File: src/rtl/seq_detect_01011010.sv
// Serial detector for the pattern 01011010 (first bit 0), with optional
// frame lock and per-bit checking enabled by defining SEQ_DET_LOCK_EN.
module seq_detect_01011010 #(
    parameter int CNT_W   = 8,
    parameter int ERR_THR = 3
) (
    input  logic             clk,
    input  logic             rst_n,
    input  logic             din_vld,
    input  logic             din,
    output logic             match,
    output logic [CNT_W-1:0] match_cnt,
    output logic             locked,
    output logic             bit_err
);

    // Transmit order is MSB first: bit 7 is the first bit on the wire.
    localparam logic [7:0] PAT = 8'b01011010;

    // The error threshold must fit the 4-bit error-run register.
    if (ERR_THR < 1 || ERR_THR > 15) begin : g_bad_err_thr
        $error("ERR_THR must be within 1..15");
    end

    // K0..K7 count matched pattern bits; LK is the aligned state.
    typedef enum logic [3:0] {
        K0, K1, K2, K3, K4, K5, K6, K7, LK
    } state_t;

    state_t           state;
    state_t           hunt_nxt;
    logic             hunt_hit;
    logic [CNT_W-1:0] cnt_inc;

    // Overlap-aware hunt transitions; K7 falls back to K3 on a hit.
    always_comb begin
        hunt_nxt = K0;
        hunt_hit = 1'b0;
        case (state)
            K0: hunt_nxt = din ? K0 : K1;
            K1: hunt_nxt = din ? K2 : K1;
            K2: hunt_nxt = din ? K0 : K3;
            K3: hunt_nxt = din ? K4 : K1;
            K4: hunt_nxt = din ? K5 : K3;
            K5: hunt_nxt = din ? K0 : K6;
            K6: hunt_nxt = din ? K7 : K1;
            K7: begin
                hunt_nxt = din ? K0 : K3;
                hunt_hit = ~din;
            end
            default: hunt_nxt = K0;
        endcase
    end

    // Saturating increment of the match counter.
    always_comb begin
        if (match_cnt == {CNT_W{1'b1}}) begin
            cnt_inc = match_cnt;
        end else begin
            cnt_inc = match_cnt + {{(CNT_W-1){1'b0}}, 1'b1};
        end
    end

`ifdef SEQ_DET_LOCK_EN
    localparam logic [3:0] THR = 4'(ERR_THR);

    logic [2:0] phase;
    logic [3:0] err_run;
    logic       frm_err;
    logic       exp_bit;
    logic       miss;
    logic       wrap;
    logic       frame_ok;
    logic       drop;

    // Per-bit checking against the expected pattern bit at this phase.
    always_comb begin
        exp_bit  = PAT[3'd7 - phase];
        miss     = din ^ exp_bit;
        wrap     = (phase == 3'd7);
        frame_ok = wrap & ~miss & ~frm_err;
        drop     = miss & (err_run == (THR - 4'd1));
    end
`else
    assign locked  = 1'b0;
    assign bit_err = 1'b0;
`endif

    // Main FSM: hunt, lock, counters and registered outputs.
    always_ff @(posedge clk or negedge rst_n) begin
        if (!rst_n) begin
            state     <= K0;
            match     <= 1'b0;
            match_cnt <= '0;
`ifdef SEQ_DET_LOCK_EN
            locked    <= 1'b0;
            bit_err   <= 1'b0;
            phase     <= '0;
            err_run   <= '0;
            frm_err   <= 1'b0;
`endif
        end else if (!din_vld) begin
            match   <= 1'b0;
`ifdef SEQ_DET_LOCK_EN
            bit_err <= 1'b0;
`endif
        end
`ifdef SEQ_DET_LOCK_EN
        else if (state == LK) begin
            bit_err <= miss;
            match   <= frame_ok;
            if (frame_ok) begin
                match_cnt <= cnt_inc;
            end
            phase   <= phase + 3'd1;
            frm_err <= wrap ? 1'b0 : (frm_err | miss);
            if (drop) begin
                state   <= K0;
                locked  <= 1'b0;
                err_run <= '0;
            end else begin
                err_run <= miss ? (err_run + 4'd1) : 4'd0;
            end
        end
`endif
        else begin
            match <= hunt_hit;
            if (hunt_hit) begin
                match_cnt <= cnt_inc;
            end
`ifdef SEQ_DET_LOCK_EN
            bit_err <= 1'b0;
            if (hunt_hit) begin
                state   <= LK;
                locked  <= 1'b1;
                phase   <= '0;
                err_run <= '0;
                frm_err <= 1'b0;
            end else begin
                state <= hunt_nxt;
            end
`else
            state <= hunt_nxt;
`endif
        end
    end

endmodule
File: config.mk
export PLATFORM = sky130hd
export DESIGN_NAME = seq_detect_01011010
export DESIGN_NICKNAME = d
export VERILOG_FILES = /design/src/rtl/seq_detect_01011010.sv
export SDC_FILE = /design/constraint.sdc
export NUM_CORES = 1
export LEC_CHECK = 0
export BUFFER_PORTS_ARGS = -buffer_cell sky130_fd_sc_hd__buf_2
export CAP_MARGIN = 20
export CELL_PAD_IN_SITES_DETAIL_PLACEMENT = 1
export CELL_PAD_IN_SITES_GLOBAL_PLACEMENT = 1
export CORE_UTILIZATION = 42
export CTS_CLUSTER_DIAMETER = 80
export DETAILED_ROUTE_END_ITERATION = 8
export GPL_TIMING_DRIVEN = 0
export HOLD_SLACK_MARGIN = 0.05
export PLACE_DENSITY_LB_ADDON = 0.1
export SYNTH_ARGS = -nofsm -noshare
export SYNTH_HDL_FRONTEND = slang
export SYNTH_SLANG_ARGS = --single-unit
File: constraint.sdc
create_clock -name clk -period 4.7 [get_ports clk]
set_clock_uncertainty 0.05 [all_clocks]
set_input_delay 1.175 -clock clk [delete_from_list [all_inputs] [get_ports clk]]
set_output_delay 1.175 -clock clk [all_outputs]
set_load 0.01 [all_outputs]
# Word level (Yosys, flattened, before mapping)
# Cells that the tools add are included.
# Widths: inputs -> output; s select.
[op_classes]
n_reduce_logical = 3
addsub = 1
mux = 10
n_eq_ne = 8
n_bitwise = 2
[ops]
columns = ["operator", "n"]
rows = [
  ["$pmux 3 s7", 1],
  ["$eq 4x3->1 const B", 4],
  ["$mux 3", 4],
  ["$add 8x1->8 const B", 1],
  ["$eq 4x2->1 const B", 2],
  ["$eq 8x8->1 const B", 1],
  ["$eq 4x1->1 const B", 1],
  ["$logic_not 4->1", 1],
  ["$mux 2", 2],
  ["$mux 1", 3],
  ["$reduce_and 3->1", 1],
  ["$not 1->1", 2],
  ["$reduce_or 2->1", 1],
]
[totals]
regBits = 13
inputBits = 4

# Depth between registers and ports, before layout
[depth]
depth_word = 3
depth_mapped = 6
depth_no_buf = 5

# Least setup slack after synthesis
# Ideal clock, no wire load.
[synth_timing]
path_kind = "in2reg"
from = "in din"
to = "reg match_cnt[7]"
path_slack_ns = 2.374
required_time_ns = 4.522
setup_ns = 0.128
n_path_buf = 1
path_stages = 5
t_arrival_ns = 2.148
path_cell_list = "nand2b_4 -> or2_1 -> buf_6 -> nor3_4 -> mux2_1"
[synth_via]
elab_chain_cells = 3
[synth_rtl]
columns = ["item", "line_no", "rtl"]
rows = [
  ["from (decl)", "10", "input logic din,"],
  ["$not 1->1", "49", "hunt_hit = ~din;"],
  ["$mux 1", "39", "case (state)"],
  ["$reduce_and 3->1 (no source line)", "n/a", ""],
  ["to (signal assigned)", "129", "match_cnt <= cnt_inc;"],
  ["to (decl)", "12", "output logic [CNT_W-1:0] match_cnt,"],
]
# No other way between the ends.
# A chain may end at the register's enable or synchronous reset.

# Worst setup path after layout
# Ends and elaborated chain as after synthesis.

==> summary.txt <==
Adder-cell area share of the yosys netlist: 1.78%
CP cell instances: buf_2 > nand2b_4 > or2_1 > buf_6 > nor3_4 > mux2_1
Post-synthesis compound-gate area fraction: 9.09%
CP max stage cell: mux2_1
P_int: 199 uW
Die Ht: 42.9 um
Worst setup EP type: flip-flop
Post-CTS setup buffers: 0
Worst EP required: 4.81 ns
Hold wc startpoint: match_cnt[6]
Core box area: 1540 um^2
TritonRoute pass-1 iters: 2
Cells after Synth: 67
P_leak: 0.464 nW
Buf+Inv Stages, Crit Path: 2
Post-synth top area share: 42.8%
Total Neg Setup Slack: 0 ns
Worst VDD drop: 0.186 mV
Avg Cell Area, Syn: 10.5 um^2
Initial Util: 45.5%
Post-Synth XOR/XNOR Area: 7.49%
Antenna diodes: 0
H-tree depth: 1
Global placement routability congestion: 0.688
Die width: 42.9 um
Pwr Density: 350 nW/um^2
Post-layout min period: 2.23 ns
Switching part of the total: 30.9%
Distinct cells, synth: 29
CTS sink count: 12
Sequential fraction of the synthesis area: 42.8%
Final worst path period share: 47.4%
Total GRT Usage: 19.1%
R2r startpoint: match_cnt[0]
Share of cells above drive strength 1: 36.9%
Final Hold Vio Count: 0
Final core occ: 53.3%
Worst-path clk slew: 0.08 ns
DPL Wire Length: 1010 um
CTS Buf Count: 3
Synth area leader: dfrtp_1
Vias: 532
WL per Instance: 13.8 um
Critical Setup Path Class: input port to flip-flop
Critical path's top delay family: simple AND/OR/NAND/NOR gates
Worst setup SP type: input port
Max-Cap Viols: 0
Crit-path max FO: 9
Grt ovf: 0
Site Rows: 14
Seq pwr share: 45.2%
RSZ-0062 raised after global routing: false
Most common cell after layout, fill and taps aside: buf_2
CTS tree: yes
First-pass GRT wire length: 2480 um
CTS Hold Bufs: 0
Longest Clk Path Bufs: 2
Worst setup path start: din
Synth Cell Area: 702 um^2
Max incr delay on CP: 0.33 ns
Resize count post-CTS: 0
Net load switching power: 89.1 uW
Simple-Gate Fraction of Synth Area: 26.6%
Crit path DAT: 2.34 ns
Status: finished, final reports clean
Most frequent cells in the layout: buf_2 (13), dfrtp_1 (12), nand2_1 (6)
Synth warn: 0
Final Setup Violations: 0
Mux contribution to synthesized area: 4.63%
Slew Limit Fails: 0
Area Overhead vs Synth: 17.1%
Gate power share: 26.0%
Fmax: 0.449 GHz
Clock power frac: 28.8%
Post-layout nets: 90
Pin count of the biggest net entering global routing: 13
Synth Register Bits: 12
Worst-Skew Late Latency: 0.27 ns
I/O pins: 15
Port Buffer Count: 12
Fillers: 183
DRC: 0
Hold Path Class: flip-flop to flip-flop
Initial antenna violation count: 0
Main combinational cell family by area after synthesis: simple AND/OR/NAND/NOR gates
Final WL: 1380 um
Vias per cell: 5.32
Vias in the first global route: 538
Initial DRC count: 7
ANT nets after route: 0
Die area: 1840 um^2
CTS Root Buffer Type: clkbuf_4
Synth area leaders: dfrtp_1 (43%), xor2_1 (6.2%), nor3_4 (4.6%), nand3_1 (3.6%), nor3b_2 (3.6%)
[metal layers]
metal / share of wire, % / track usage [%] / vias up
met5: 0 / 0 / -
li1: - / - / 258
met3: 3.8 / 5.11 / 2
met4: 1.4 / 11.3 / 0
met1: 46 / 25.6 / 262
met2: 49 / 27.3 / 10
[Yosys cell counts, drive strengths merged]
cell	number
a21oi	2
a22o	2
and3	2
buf	5
conb	1
dfrtp	12
ha	1
inv	3
mux2	2
mux2i	1
nand2	6
nand2b	1
nand3	5
nor2	4
nor3	5
nor3b	2
o21ai	2
o21ba	1
o221ai	1
o31ai	1
or2	2
xnor2	1
xor2	5
[power groups by stage]
| stage | Sequential (mW) | Clock, mW | Combinational (mW) |
|---|---|---|---|
| floorplan | 0.133 | 0 | 0.0518 |
| global placement | 0.131 | 0 | 0.0725 |
| detailed placement | 0.132 | 0 | 0.0760 |
| CTS | 0.130 | 0.0875 | 0.0769 |
| global route | 0.132 | 0.0917 | 0.0843 |
| finish | 0.130 | 0.0829 | 0.0748 |
[final cells by class]
type	count	area [um^2]	share of cell area (%)
tap	16	20.0	2.44
multi-input combinational	48	355	43.2
timing repair buffer	12	60.1	7.31
inverter	3	11.3	1.37
buffer	5	38.8	4.72
clock buffer	4	36.3	4.41
sequential	12	300	36.5
[worst register-to-register path, stage by stage, from the launching register on]
cell     delay, ns
dfrtp_1       0.41
ha_1          0.21
nand3_1       0.13
nor3_4        0.34
nor2_2        0.09
mux2_1        0.32
[flip-flops by register name, indices dropped and copies added, names as in the netlist]
name and cells:
match 1, match_cnt 8, state 3
[path summary, 6_finish.rpt]
path,end,slack (ns),cells past startpoint
worst max-delay path,match_cnt[7],2.47,6
worst min register to register,match_cnt[6],0.46,1
worst min-delay path,match_cnt[6],0.46,1
worst max register to register,match_cnt[1],3.04,5
max in group asynchronous,match_cnt[0],3.67,1
min in group asynchronous,match_cnt[2],0.72,1
[kinds of logic after synthesis]
family,after synthesis
and+or+nand+nor,27
DFF,12
AOI/OAI and AO/OA,9
buffers and inverters,8
xor gates and xnor gates,6
muxes,3
adders and majority gates,1
other,1
[metrics by stage]
stage	instances	worst slack [ns]	hold WS, ns	area [um^2]	power [mW]
after floorplan	68	2.37	0.476	706	0.185
after detailed placement	96	2.18	0.453	786	0.208
after CTS	100	2.48	0.467	822	0.295
final	100	2.47	0.459	822	0.288
after global routing	100	2.42	0.501	822	0.308
after global placement	96	2.18	0.451	786	0.203
Note: power is estimated with default switching activity, not from simulation.
